### src/rtl/unfold_packer3.sv
// -----------------------------------------------------------------------------
// unfold_packer3
//
// Serial-to-parallel front end for the 3-way unfolded FIR filter. Collects
// one NBIT sample per VIN cycle and packs every three consecutive samples
// into a group x[3k], x[3k+1], x[3k+2]. Each group is presented on three
// registered lane buses with a one-cycle VOUT pulse. FLUSH emits a pending
// partial group with the missing lanes driven to zero.
//
// Timing: the edge that accepts the completing sample (or the flush) loads
// the lane registers. The next rising edge copies the lanes to DOUT* and
// raises VOUT for one cycle.
//
// Ports:
//   CLK      in   1     system clock, rising edge
//   RST      in   1     asynchronous, active-high reset
//   VIN      in   1     serial sample valid
//   DIN      in   NBIT  serial sample (two's complement, passed through)
//   FLUSH    in   1     emit pending partial group, zero-padded
//   DOUT3k   out  NBIT  lane 0, oldest sample x[3k]
//   DOUT3k1  out  NBIT  lane 1, x[3k+1]
//   DOUT3k2  out  NBIT  lane 2, newest sample x[3k+2]
//   VOUT     out  1     group valid, one-cycle pulse
//   PHASE    out  2     samples held in the partial group (0..2)
//   GRP_CNT  out  CNTW  groups emitted since reset
//
// Configuration macro: UNFOLD_PACKER_GRPCNT_EN
//   defined   : GRP_CNT counts VOUT pulses, wrapping modulo 2^CNTW
//   undefined : no counter logic, GRP_CNT tied to zero
// -----------------------------------------------------------------------------
module unfold_packer3 #(
    parameter int NBIT = 9,
    parameter int CNTW = 16
) (
    input  logic            CLK,
    input  logic            RST,
    input  logic            VIN,
    input  logic [NBIT-1:0] DIN,
    input  logic            FLUSH,
    output logic [NBIT-1:0] DOUT3k,
    output logic [NBIT-1:0] DOUT3k1,
    output logic [NBIT-1:0] DOUT3k2,
    output logic            VOUT,
    output logic [1:0]      PHASE,
    output logic [CNTW-1:0] GRP_CNT
);

    typedef enum logic [1:0] {
        S0 = 2'd0,
        S1 = 2'd1,
        S2 = 2'd2
    } phase_e;

    phase_e          state_q, state_d;
    logic [NBIT-1:0] lane0_q, lane0_d;
    logic [NBIT-1:0] lane1_q, lane1_d;
    logic [NBIT-1:0] lane2_q, lane2_d;
    logic            emit_q,  emit_d;
    logic [NBIT-1:0] dout0_q, dout0_d;
    logic [NBIT-1:0] dout1_q, dout1_d;
    logic [NBIT-1:0] dout2_q, dout2_d;
    logic            vout_q,  vout_d;

    // Next-state and output logic.
    always_comb begin
        // NOTE: every signal driven here gets a default first so no path
        // leaves it unassigned, which would infer a latch.
        state_d = state_q;
        lane0_d = lane0_q;
        lane1_d = lane1_q;
        lane2_d = lane2_q;
        emit_d  = 1'b0;
        dout0_d = dout0_q;
        dout1_d = dout1_q;
        dout2_d = dout2_q;
        vout_d  = emit_q;

        // A group marked last cycle moves to the outputs now, and its lanes
        // are cleared so a later zero-padded flush can never pick up stale
        // samples. The state is S0 here, so a new sample can only land in
        // lane 0 below, overriding the clear.
        if (emit_q) begin
            dout0_d = lane0_q;
            dout1_d = lane1_q;
            dout2_d = lane2_q;
            lane0_d = '0;
            lane1_d = '0;
            lane2_d = '0;
        end

        if (VIN) begin
            case (state_q)
                S0:      lane0_d = DIN;
                S1:      lane1_d = DIN;
                S2:      lane2_d = DIN;
                default: ;
            endcase
        end

        // The sample is accepted before FLUSH is considered; a flush only
        // emits when the partial group (including this sample) is non-empty.
        emit_d = (VIN && (state_q == S2)) ||
                 (FLUSH && (VIN || (state_q != S0)));

        if (emit_d) begin
            state_d = S0;
        end else if (VIN) begin
            case (state_q)
                S0:      state_d = S1;
                S1:      state_d = S2;
                default: state_d = S0;
            endcase
        end
    end

    // State and data registers.
    always_ff @(posedge CLK or posedge RST) begin
        if (RST) begin
            // NOTE: the lane registers are reset too, not just the control
            // state: unfilled lanes become the zero padding of a flushed group.
            state_q <= S0;
            lane0_q <= '0;
            lane1_q <= '0;
            lane2_q <= '0;
            emit_q  <= 1'b0;
            dout0_q <= '0;
            dout1_q <= '0;
            dout2_q <= '0;
            vout_q  <= 1'b0;
        end else begin
            // NOTE: non-blocking assignments so every flop samples the
            // pre-edge value of every other flop.
            state_q <= state_d;
            lane0_q <= lane0_d;
            lane1_q <= lane1_d;
            lane2_q <= lane2_d;
            emit_q  <= emit_d;
            dout0_q <= dout0_d;
            dout1_q <= dout1_d;
            dout2_q <= dout2_d;
            vout_q  <= vout_d;
        end
    end

    assign DOUT3k  = dout0_q;
    assign DOUT3k1 = dout1_q;
    assign DOUT3k2 = dout2_q;
    assign VOUT    = vout_q;
    assign PHASE   = state_q;

`ifdef UNFOLD_PACKER_GRPCNT_EN
    logic [CNTW-1:0] grp_cnt_q, grp_cnt_d;

    // Counts in step with the VOUT register; wraps naturally at 2^CNTW.
    always_comb begin
        grp_cnt_d = grp_cnt_q;
        if (emit_q) begin
            grp_cnt_d = grp_cnt_q + {{(CNTW-1){1'b0}}, 1'b1};
        end
    end

    always_ff @(posedge CLK or posedge RST) begin
        if (RST) begin
            grp_cnt_q <= '0;
        end else begin
            grp_cnt_q <= grp_cnt_d;
        end
    end

    assign GRP_CNT = grp_cnt_q;
`else
    assign GRP_CNT = '0;
`endif

endmodule
### config.mk
export PLATFORM = sky130hd
export DESIGN_NAME = unfold_packer3
export DESIGN_NICKNAME = d
export VERILOG_FILES = /design/src/rtl/unfold_packer3.sv
export SDC_FILE = /design/constraint.sdc
export NUM_CORES = 1
export LEC_CHECK = 0
export ABC_AREA = 1
export CORE_MARGIN = 1.5
export CORE_UTILIZATION = 40
export DETAILED_ROUTE_END_ITERATION = 8
export PLACE_DENSITY = 0.66
export SLEW_MARGIN = 20
export SYNTH_ARGS = -nofsm -noshare
export SYNTH_HDL_FRONTEND = slang
export SYNTH_SLANG_ARGS = --single-unit
### constraint.sdc
create_clock -name CLK -period 2.25 [get_ports CLK]
set_input_delay 0.45 -clock CLK [delete_from_list [all_inputs] [get_ports CLK]]
set_output_delay 0.45 -clock CLK [all_outputs]
set_load 0.1 [all_outputs]
==> qor.yml <==
synth:
  yosysUniqueCellTypes: 13
  synth_top_cell_by_area: "dfrtp_1"
  ys_top_cells_by_area: "dfrtp_1 58%, nand2_1 8.8%, nor2_1 8.5%"
  ys.flop_type: "dfrtp_1"
  yosysWarnings: 0
  ys_top_cells_by_count: "59 x nand2_1, 58 x dfrtp_1, 57 x nor2_1"
  synth-seq-cells: 58
  synth-seq-area-share: 0.579
  syn_avg_cell_area_um2: 8.41
  synth_edf_count: 0
  synthArstFlopShare: 1.00
  synth.most_common_cell: "nand2_1"
  yosysTopAreaCellShare: 0.579
  postSynthCellCount: 298
  syn_area_mm2: 0.00250
routing:
  wl_met3_um: 311
  firstDrtPassIters: 4
  drtIter0Drc: 128
  met1Wirelength_um: 2300
  viasPerCell: 4.60
  wire_per_inst_um: 12.1
  wl_met2_um: 2350
  drc: 0
  vias: 1932
  highest_layer: "met4"
  ant_nets: 0
  wl_um: 5100
final_layout:
  fin_nets: 354
  drive_above_1_share: 0.142
  seq_area_mm2: 0.00145
  fill_cells: 585
  syn_to_final_growth_pct: 21.2
  multi_input_area_um2: 805
  layout.cells.non_filler: 420
  antenna_cells: 0
min_path:
  hold_path.class: "primary input to asynchronous set/reset pin"
worst_setup_path:
  arrival_ns: 1.87
  crit_top_cell: "nand2_1"
  crit_required_ns: 2.47
  ff2ff_setup_slack_ns: 0.59
  path_delay_family: "simple AND/OR/NAND/NOR gates"
  worstPathCellList: "nor2_1 > nand2_1 > nand2_1 > nand2_1"
  timing.rr.end: "lane0_q[7]"
  critPathLaunchType: "flip-flop"
  ff2ff_path_depth: 4
  worstSetupEndpointType: "flip-flop"
  critPathMaxFanout: 11
  crit_buf_inv: 0
  critical-path-max-stage-delay_ns: 0.50
  crit_slowest_cell: "nor2_1"
  critPathKind: "flip-flop to flip-flop"
  reg2reg_from: "PHASE[0]"
clock_tree:
  path_clk_slew_ns: 0.06
  cts-hold-fix-buffers: 0
  cts_buffer_depth: 2
  clkSinkCount: 58
  clock_latency_ns: 0.33
  root_buffer: "clkbuf_8"
  htreeDepth: 3
  cts_resized: 0
  cts_buffers: 9
  post_cts_buffers: 0
  cts_tree: "built"
timing:
  hold_viol_final: 0
  rsz0062_at_grt: "false"
  finalSetupViolCount: 0
  worstMarginPinSlew_ns: 0.589
  final.setup.tns_ns: 0
  min_period_ns: 1.66
  slew_headroom: 0.606
  final_max_slew_viol_count: 0
  period_share: 0.736
  skew_ns: 0.00441
  timing.fmax_mhz: 603
grt:
  grt-ovfl-total: 0
  grt_first_pass_wirelength_um: 8470
  grt_usage: 0.174
  grt_pass1_vias: 1804
  grt_max_degree: 40
  antenna_found_initial: 0
outcome:
  run_status: "finished clean"
floorplan:
  start_util: 0.418
  die_h_um: 82.1
  row_count: 28
  die_area_mm2: 0.00675
  dieWidth_um: 82.1
  coreArea_mm2: 0.00599
  num_io_pins: 59
placement:
  dpl.hpwl_um: 3530
  port_buffers: 42
  place.gp.congestion: 0.862
  place_inst: 405
job:
  maxCapViolCount: 0
power:
  powerDensity_mw_per_mm2: 1130
  leakagePower_uw: 0.00158
  worst_ir_drop_vdd_v: 0.000569
-- worst max-delay path by stage --
stage / startpoint / end / depth (start not counted)
2_1_floorplan: RST / DOUT3k1[0] / 1
3_3_place_gp: VIN / lane1_q[1] / 4
3_5_place_dp: VIN / lane2_q[8] / 4
4_1_cts: PHASE[0] / lane0_q[7] / 4
5_1_grt: PHASE[0] / lane0_q[7] / 4
6_report: PHASE[0] / lane0_q[7] / 4
-- routing by layer --
| layer | vias to the layer above | track usage |
|---|---|---|
| li1 | 971 | - |
| met1 | 888 | 0.227 |
| met2 | 62 | 0.259 |
| met3 | 11 | 0.0418 |
| met4 | 0 | 0.114 |
| met5 | - | 0 |
-- final cells by class --
cell class / count / area share
Inverter: 32 / 0.0396
Multi-Input combinational cell: 193 / 0.265
Sequential cell: 58 / 0.479
Timing Repair Buffer: 47 / 0.134
Tap cell: 75 / 0.0309
Clock buffer: 15 / 0.0515
-- worst reg2reg max path, stage by stage, from the launching register on --
cell and delay, ns:
dfrtp_1 0.44, nor2_1 0.50, nand2_1 0.37, nand2_1 0.16
nand2_1 0.07
-- sequential cells by signal, summed over array words and instances (netlist names) --
signal,cells
lane0_q,9
lane1_q,9
DOUT3k,9
PHASE,2
DOUT3k2,9
DOUT3k1,9
VOUT,1
lane2_q,9
emit_q,1
-- cells by family (layout without fill, tap and decap cells) --
family                 count (synthesis)  count (layout)  synth area share
buffers and inverters                 62              94             0.122
other                                  1              16           0.00150
AND/OR/NAND/NOR                      149             149             0.241
flip-flops                            58              58             0.579
AO/OA/AOI/OAI                         28              28            0.0559
-- cell usage in the layout (no fill, tap or decap) --
master / n
buf_12: 2
conb_1: 16
o21ai_0: 1
inv_1: 31
inv_2: 1
clkbuf_1: 5
clkdlybuf4s50_1: 12
a21oi_1: 27
nand2_1: 59
dfrtp_2: 1
dfrtp_1: 57
nor2_1: 57
nand4_1: 1
nand3_1: 30
nor2_2: 2
buf_4: 33
clkbuf_8: 10
-- power by group --
part | switching (µW) | internal, µW
Sequential | 81.2 | 1190
Clock | 372 | 426
Combinational | 1120 | 246
Total | 1570 | 1860
-- stage by stage --
step                      total power [µW]  setup slack [ns]   util  hold WS, ns  area [µm²]
after global routing                  3600             0.444  0.507        0.454        3040
after global placement                2650             0.369  0.481        0.503        2880
after floorplan                       2410             0.372      -        0.349        2560
final                                 3440             0.593  0.507        0.412        3040
after CTS                             3470             0.626  0.507        0.420        3040
after detailed placement              2660             0.295  0.481        0.509        2880
Note: power is estimated with default switching activity, not from simulation.
